<file path="config.mk">
export PLATFORM = sky130hd
export DESIGN_NAME = rect_draw_sequencer_flat
export DESIGN_NICKNAME = d
export VERILOG_FILES = /design/src/rtl/rect_draw_sequencer_if.sv /design/src/rtl/rect_draw_sequencer.sv /design/src/flat_wrapper.sv
export SDC_FILE = /design/constraint.sdc
export NUM_CORES = 1
export LEC_CHECK = 0
export ABC_AREA = 1
export CORE_UTILIZATION = 50
export DETAILED_ROUTE_END_ITERATION = 10
export GPL_ROUTABILITY_DRIVEN = 0
export HOLD_SLACK_MARGIN = 0.03
export PLACE_DENSITY_LB_ADDON = 0.12
export RECOVER_POWER = 50
export SLEW_MARGIN = 25
export SYNTH_ARGS = -nofsm -noshare
export SYNTH_HDL_FRONTEND = slang
export SYNTH_SLANG_ARGS = --single-unit
</file>
<file path="constraint.sdc">
create_clock -name clock -period 5 [get_ports clock]
set_input_delay 1 -clock clock [delete_from_list [all_inputs] [get_ports clock]]
set_output_delay 1 -clock clock [all_outputs]
set_load 0.05 [all_outputs]
</file>
<file path="src/rtl/rect_draw_sequencer_if.sv">
// Pixel-sequencer bus: frame handshake, background ROM port, sprite table and pixel output.
// master = sequencer side, slave = game logic / ROM / vga_adapter side.
interface rect_draw_sequencer_if #(
    parameter int unsigned XW   = 8,
    parameter int unsigned YW   = 7,
    parameter int unsigned NSPR = 4,
    parameter int unsigned SW_W = 5,
    parameter int unsigned CW   = 3,
    parameter int unsigned AW   = 15
);
    logic                   start;
    logic                   busy;
    logic                   done;
    logic [AW-1:0]          bg_addr;
    logic [CW-1:0]          bg_colour;
    logic [NSPR*XW-1:0]     spr_x;
    logic [NSPR*YW-1:0]     spr_y;
    logic [NSPR*SW_W-1:0]   spr_w;
    logic [NSPR*SW_W-1:0]   spr_h;
    logic [NSPR*CW-1:0]     spr_colour;
    logic [NSPR-1:0]        spr_en;
    logic [XW-1:0]          x;
    logic [YW-1:0]          y;
    logic [CW-1:0]          colour;
    logic                   plot;

    modport master (
        input  start, bg_colour, spr_x, spr_y, spr_w, spr_h, spr_colour, spr_en,
        output busy, done, bg_addr, x, y, colour, plot
    );

    modport slave (
        output start, bg_colour, spr_x, spr_y, spr_w, spr_h, spr_colour, spr_en,
        input  busy, done, bg_addr, x, y, colour, plot
    );
endinterface

</file>
<file path="src/rtl/rect_draw_sequencer.sv">
// Per-frame pixel sequencer: background sweep from a 1-cycle ROM, then NSPR solid rectangles.
// Optional macro RECT_DRAW_CLIP_EN suppresses plot for off-screen sprite pixels instead of wrapping.
module rect_draw_sequencer #(
    parameter int unsigned XMAX = 160,
    parameter int unsigned YMAX = 120,
    parameter int unsigned XW   = 8,
    parameter int unsigned YW   = 7,
    parameter int unsigned NSPR = 4,
    parameter int unsigned SW_W = 5,
    parameter int unsigned CW   = 3,
    parameter int unsigned AW   = 15
) (
    input logic                   clock,
    input logic                   resetn,
    rect_draw_sequencer_if.master bus
);
    localparam int unsigned IW = (NSPR > 1) ? $clog2(NSPR) : 1;
`ifdef RECT_DRAW_CLIP_EN
    // Carry bit is what detects the off-screen pixels.
    localparam int unsigned SXW = XW + 1;
    localparam int unsigned SYW = YW + 1;
`else
    localparam int unsigned SXW = XW;
    localparam int unsigned SYW = YW;
`endif

    typedef enum logic [1:0] {StIdle, StBg, StSpr, StFlush} state_e;

    state_e            state_q, state_d;
    logic [XW-1:0]     bx_q, bx_d;
    logic [YW-1:0]     by_q, by_d;
    logic [SW_W-1:0]   wc_q, wc_d;
    logic [SW_W-1:0]   hc_q, hc_d;
    logic [IW-1:0]     idx_q, idx_d;
    logic [XW-1:0]     px_q, px_d;
    logic [YW-1:0]     py_q, py_d;
    logic [CW-1:0]     pcol_q, pcol_d;
    logic              plot_q, plot_d;
    logic              bgsel_q, bgsel_d;
    logic              done_q, done_d;
    logic              snap_en;

    logic [XW-1:0]     sx_q   [NSPR];
    logic [YW-1:0]     sy_q   [NSPR];
    logic [SW_W-1:0]   sw_q   [NSPR];
    logic [SW_W-1:0]   sh_q   [NSPR];
    logic [CW-1:0]     scol_q [NSPR];
    logic              sen_q  [NSPR];

    logic [XW-1:0]     cur_x;
    logic [YW-1:0]     cur_y;
    logic [SW_W-1:0]   cur_w;
    logic [SW_W-1:0]   cur_h;
    logic [CW-1:0]     cur_col;
    logic              cur_act;
    logic              last_px;
    logic [SXW-1:0]    sum_x;
    logic [SYW-1:0]    sum_y;

    assign cur_x   = sx_q[idx_q];
    assign cur_y   = sy_q[idx_q];
    assign cur_w   = sw_q[idx_q];
    assign cur_h   = sh_q[idx_q];
    assign cur_col = scol_q[idx_q];
    assign cur_act = sen_q[idx_q] && (cur_w != '0) && (cur_h != '0);
    assign last_px = (wc_q == cur_w - 1'b1) && (hc_q == cur_h - 1'b1);
    assign sum_x   = SXW'(cur_x) + SXW'(wc_q);
    assign sum_y   = SYW'(cur_y) + SYW'(hc_q);

    assign bus.bg_addr = AW'(by_q) * AW'(XMAX) + AW'(bx_q);
    assign bus.x       = px_q;
    assign bus.y       = py_q;
    // ROM data arrives in the same cycle as its registered coordinates.
    assign bus.colour  = bgsel_q ? bus.bg_colour : pcol_q;
    assign bus.plot    = plot_q;
    assign bus.busy    = (state_q != StIdle);
    assign bus.done    = done_q;

    always_comb begin
        state_d = state_q;
        bx_d    = bx_q;
        by_d    = by_q;
        wc_d    = wc_q;
        hc_d    = hc_q;
        idx_d   = idx_q;
        px_d    = px_q;
        py_d    = py_q;
        pcol_d  = pcol_q;
        plot_d  = 1'b0;
        bgsel_d = 1'b0;
        done_d  = 1'b0;
        snap_en = 1'b0;

        case (state_q)
            StIdle: begin
                if (bus.start) begin
                    state_d = StBg;
                    bx_d    = '0;
                    by_d    = '0;
                    snap_en = 1'b1;
                end
            end
            StBg: begin
                px_d    = bx_q;
                py_d    = by_q;
                plot_d  = 1'b1;
                bgsel_d = 1'b1;
                if (bx_q == XW'(XMAX - 1)) begin
                    bx_d = '0;
                    if (by_q == YW'(YMAX - 1)) begin
                        state_d = StSpr;
                        idx_d   = '0;
                        wc_d    = '0;
                        hc_d    = '0;
                    end else begin
                        by_d = by_q + 1'b1;
                    end
                end else begin
                    bx_d = bx_q + 1'b1;
                end
            end
            StSpr: begin
                if (cur_act) begin
                    px_d   = sum_x[XW-1:0];
                    py_d   = sum_y[YW-1:0];
                    pcol_d = cur_col;
`ifdef RECT_DRAW_CLIP_EN
                    plot_d = (sum_x < SXW'(XMAX)) && (sum_y < SYW'(YMAX));
`else
                    plot_d = 1'b1;
`endif
                    if (wc_q == cur_w - 1'b1) begin
                        wc_d = '0;
                        hc_d = hc_q + 1'b1;
                    end else begin
                        wc_d = wc_q + 1'b1;
                    end
                end
                // Inactive sprites burn exactly one cycle.
                if (!cur_act || last_px) begin
                    wc_d = '0;
                    hc_d = '0;
                    if (idx_q == IW'(NSPR - 1)) begin
                        state_d = StFlush;
                    end else begin
                        idx_d = idx_q + 1'b1;
                    end
                end
            end
            StFlush: begin
                state_d = StIdle;
                done_d  = 1'b1;
            end
            default: state_d = StIdle;
        endcase
    end

    always_ff @(posedge clock) begin
        if (!resetn) begin
            state_q <= StIdle;
            bx_q    <= '0;
            by_q    <= '0;
            wc_q    <= '0;
            hc_q    <= '0;
            idx_q   <= '0;
            px_q    <= '0;
            py_q    <= '0;
            pcol_q  <= '0;
            plot_q  <= 1'b0;
            bgsel_q <= 1'b0;
            done_q  <= 1'b0;
        end else begin
            state_q <= state_d;
            bx_q    <= bx_d;
            by_q    <= by_d;
            wc_q    <= wc_d;
            hc_q    <= hc_d;
            idx_q   <= idx_d;
            px_q    <= px_d;
            py_q    <= py_d;
            pcol_q  <= pcol_d;
            plot_q  <= plot_d;
            bgsel_q <= bgsel_d;
            done_q  <= done_d;
        end
    end

    always_ff @(posedge clock) begin
        if (snap_en) begin
            for (int unsigned i = 0; i < NSPR; i++) begin
                sx_q[i]   <= bus.spr_x[i*XW +: XW];
                sy_q[i]   <= bus.spr_y[i*YW +: YW];
                sw_q[i]   <= bus.spr_w[i*SW_W +: SW_W];
                sh_q[i]   <= bus.spr_h[i*SW_W +: SW_W];
                scol_q[i] <= bus.spr_colour[i*CW +: CW];
                sen_q[i]  <= bus.spr_en[i];
            end
        end
    end
endmodule
</file>
<file path="src/flat_wrapper.sv">
// flat-port wrapper written by rule: the top's interface ports become plain ports
module rect_draw_sequencer_flat 
#(
    parameter int unsigned XMAX = 160,
    parameter int unsigned YMAX = 120,
    parameter int unsigned XW   = 8,
    parameter int unsigned YW   = 7,
    parameter int unsigned NSPR = 4,
    parameter int unsigned SW_W = 5,
    parameter int unsigned CW   = 3,
    parameter int unsigned AW   = 15
)
  (clock, resetn, bus_start, bus_bg_colour, bus_spr_x, bus_spr_y, bus_spr_w, bus_spr_h, bus_spr_colour, bus_spr_en, bus_busy, bus_done, bus_bg_addr, bus_x, bus_y, bus_colour, bus_plot);
  rect_draw_sequencer_if #(.XW(XW), .YW(YW), .NSPR(NSPR), .SW_W(SW_W), .CW(CW), .AW(AW)) bus_i ();
  input logic clock;
  input logic resetn;
  input wire logic [$bits(bus_i.start)-1:0] bus_start;
  input wire logic [$bits(bus_i.bg_colour)-1:0] bus_bg_colour;
  input wire logic [$bits(bus_i.spr_x)-1:0] bus_spr_x;
  input wire logic [$bits(bus_i.spr_y)-1:0] bus_spr_y;
  input wire logic [$bits(bus_i.spr_w)-1:0] bus_spr_w;
  input wire logic [$bits(bus_i.spr_h)-1:0] bus_spr_h;
  input wire logic [$bits(bus_i.spr_colour)-1:0] bus_spr_colour;
  input wire logic [$bits(bus_i.spr_en)-1:0] bus_spr_en;
  output wire logic [$bits(bus_i.busy)-1:0] bus_busy;
  output wire logic [$bits(bus_i.done)-1:0] bus_done;
  output wire logic [$bits(bus_i.bg_addr)-1:0] bus_bg_addr;
  output wire logic [$bits(bus_i.x)-1:0] bus_x;
  output wire logic [$bits(bus_i.y)-1:0] bus_y;
  output wire logic [$bits(bus_i.colour)-1:0] bus_colour;
  output wire logic [$bits(bus_i.plot)-1:0] bus_plot;
  assign bus_i.start = bus_start;
  assign bus_i.bg_colour = bus_bg_colour;
  assign bus_i.spr_x = bus_spr_x;
  assign bus_i.spr_y = bus_spr_y;
  assign bus_i.spr_w = bus_spr_w;
  assign bus_i.spr_h = bus_spr_h;
  assign bus_i.spr_colour = bus_spr_colour;
  assign bus_i.spr_en = bus_spr_en;
  assign bus_busy = bus_i.busy;
  assign bus_done = bus_i.done;
  assign bus_bg_addr = bus_i.bg_addr;
  assign bus_x = bus_i.x;
  assign bus_y = bus_i.y;
  assign bus_colour = bus_i.colour;
  assign bus_plot = bus_i.plot;
  rect_draw_sequencer #(.XMAX(XMAX), .YMAX(YMAX), .XW(XW), .YW(YW), .NSPR(NSPR), .SW_W(SW_W), .CW(CW), .AW(AW)) u_core (.clock(clock), .resetn(resetn), .bus(bus_i));
endmodule
</file>
==> summary.md <==
| Metric | Value |
|---|---|
| Antenna violations before repair | 2 |
| CP required | 5140 ps |
| Die width | 129 um |
| Switching Share | 34.6% |
| Syn Area/Cell | 9.88 um2 |
| Wire per inst | 14.8 um |
| Routed WL | 17500 um |
| Clock Power Share | 27.8% |
| Die Span Y | 129 um |
| Max-Cap Viols | 1 |
| Leakage | 0.00398 uW |
| DP Wirelength | 12400 um |
| Distinct cells, synth | 44 |
| Crit path capture type | flop |
| Fin nets | 1121 |
| Final min period | 4400 ps |
| Hold violation total from the final report | 0 |
| Cells after synthesis | 813 |
| Worst VDD drop | 268 uV |
| Actual slew at the worst max-slew pin | 2680 ps |
| Initial core utilization | 52.1% |
| CTS root buf | clkbuf_16 |
| Wire length of the first global-routing pass | 28300 um |
| Data arrival, critical path | 4550 ps |
| H-tree Lvls | 4 |
| Via density | 5.20 |
| Primary FF master, synth | edfxtp_1 |
| Max Slew Vio Count | 60 |
| Max Root-Sink Buffers | 2 |
| Most frequent cells in the layout | 160 x nand2_1, 117 x dlygate4sd3_1, 116 x edfxtp_1 |
| PortBufs | 157 |
| Failing checks | capacitance limit, slew limit |
| CTS tree | done |
| Power Dens Cells | 452 mW/mm2 |
| # IOs | 158 |
| Post-synth ARST share | 0% |
| Share of layout cells above drive strength 1 | 6.17% |
| Final setup TNS | 0 ps |
| Pwr Total | 4650 uW |
| Syn_nets | 975 |
| CP startpoint kind | input pin |
| Synthesized area | 0.00803 mm2 |
| Hold WC Path Type | flop to flop |
| RSZ-0062 raised after global routing | no |
| Critical path class | input pin to flop |
| Syn-to-layout area delta | 28.1% |
| Row cnt | 45 |
| Setup Slack @ Placement | 1070 ps |
| Overflow after GRT | 0 |
| Skew final | 10.1 ps |
| CTS resizes | 0 |
| TritonCTS Buffers | 17 |
| Reg clk slew, reported paths | 60 ps |
| Post-route DRC violation count | 0 |
| Routed Antenna Nets | 0 |
| Post-synthesis sequential area ratio | 56.3% |
| Hold buffers post-CTS | 0 |
| Drt first pass iters | 5 |
| Internal power | 3040 uW |
| Status | finished, violations left |
| Commonest non-fill, non-tap cell in the layout | nand2_1 |
| CTS sink cnt | 168 |
| Worst-Skew Late Latency | 430 ps |
| Final WS setup | 596 ps |
| Via count | 6160 |
| Worst slew margin | -79.9% |
| Postcts setup bufs | 0 |
| Largest net degree at the start of global routing | 61 |
| Finish-stage setup viols | 0 |
| Starting DRT DRC Count | 407 |
| Synth Warn # | 0 |
| Die footprint | 0.0166 mm2 |
| Final core utilization | 66.7% |
| CP max FO | 60 |
| Design Area, Final | 0.0103 mm2 |
| FF+latch count, synth | 168 |
| Area after DPL | 0.00971 mm2 |
| Final Cycle Share | 88.1% |
| Total GRT Usage | 22.5% |
| Fmax achieved | 227 MHz |
| Combinational Power Share | 30.1% |
| Sequential share of power | 42.1% |
| Net load switching power | 1610 uW |
| Core Area | 0.0154 mm2 |
| EDFF count, synth | 116 |
| Vias in the first global route | 5798 |
-- cell type report --
type	instances	area, um2
diodes	2	5.00
clock buffers	19	433
clock inverters	13	146
fillers	1240	5140
inverters	64	244
multi-input cells	547	3060
flip-flops and latches	168	4530
well taps	211	264
repair buffers	161	1610
-- worst max-delay path, cell delays in order --
cell and delay (ps):
clkdlybuf4s50_1 440, nand2_1 130, clkinvlp_2 2010, buf_12 890
-- per-stage QoR --
stage          cells  hold slack, ps
6_report        1185             450
2_1_floorplan    813             425
4_1_cts         1183             451
3_5_place_dp    1151             442
3_3_place_gp    1151             441
5_1_grt         1185             483
-- state kept, by name (all words and copies together) (netlist names), named ones only --
| signal | cells |
|---|---|
| u_core.bgsel_q | 1 |
| u_core.bus.done | 1 |
| u_core.bus.plot | 1 |
| u_core.bus.x | 8 |
| u_core.bus.y | 7 |
| u_core.bx_q | 8 |
| u_core.by_q | 7 |
| u_core.hc_q | 5 |
| u_core.idx_q | 2 |
| u_core.pcol_q | 3 |
| u_core.scol_q | 12 |
| u_core.sen_q | 4 |
| u_core.sh_q | 20 |
| u_core.state_q | 2 |
| u_core.sw_q | 20 |
| u_core.sx_q | 32 |
| u_core.sy_q | 28 |
| u_core.wc_q | 5 |
-- cell usage after synthesis, drive strengths merged (11+ instances only) --
cell	number	area share, %
nor3	11	0.83
edfxtp	116	43
nand2	166	8.0
ha	36	5.6
nor2	87	4.3
inv	62	2.9
a21oi	43	2.7
clkbuf	15	0.70
dfxtp	52	13
o21ai	68	4.4
buf	19	1.8
xor2	24	2.6
nand3	51	3.4
o22ai	12	0.93
-- path summary, 6_finish.rpt --
| kind | start | to | slack, ps | cells past startpoint |
|---|---|---|---|---|
| worst min register to register | u_core.pcol_q[1] | u_core.pcol_q[1] | 450 | 2 |
| worst max register to register | u_core.state_q[0] | u_core.sy_q[1][2] | 920 | 5 |
| worst max-delay path | bus_start | u_core.sy_q[1][2] | 600 | 4 |
| worst min-delay path | u_core.pcol_q[1] | u_core.pcol_q[1] | 450 | 2 |
-- power groups by stage --
stage | combinational, uW | clock, uW | sequential [uW]
after detailed placement | 1410 | 0 | 1970
after CTS | 1420 | 1310 | 1940
final | 1400 | 1290 | 1960
after global routing | 1540 | 1380 | 1990
after global placement | 1400 | 0 | 1960
after floorplan | 878 | 0 | 2080
-- routing by layer --
metal | global-route usage (%) | share of wire, % | routed length [um] | vias to the layer above
li1 | - | - | - | 3081
met1 | 29.5 | 45 | 7870 | 2852
met2 | 37.1 | 48 | 8460 | 202
met3 | 4.82 | 5.2 | 905 | 25
met4 | 8.10 | 1.8 | 317 | 0
met5 | 0 | 0 | 0 | -
-- logic make-up after synthesis --
kind of cell	Yosys count	synth area share, %
buffers and inverters	98	5.56
AO/OA/AOI/OAI	144	10.1
AND/OR/NAND/NOR	329	17.7
flip-flops	168	56.3
XOR/XNOR	34	3.71
adder cells (fa/ha/maj)	40	6.61
No activity file was read; power rests on OpenSTA's default activity.
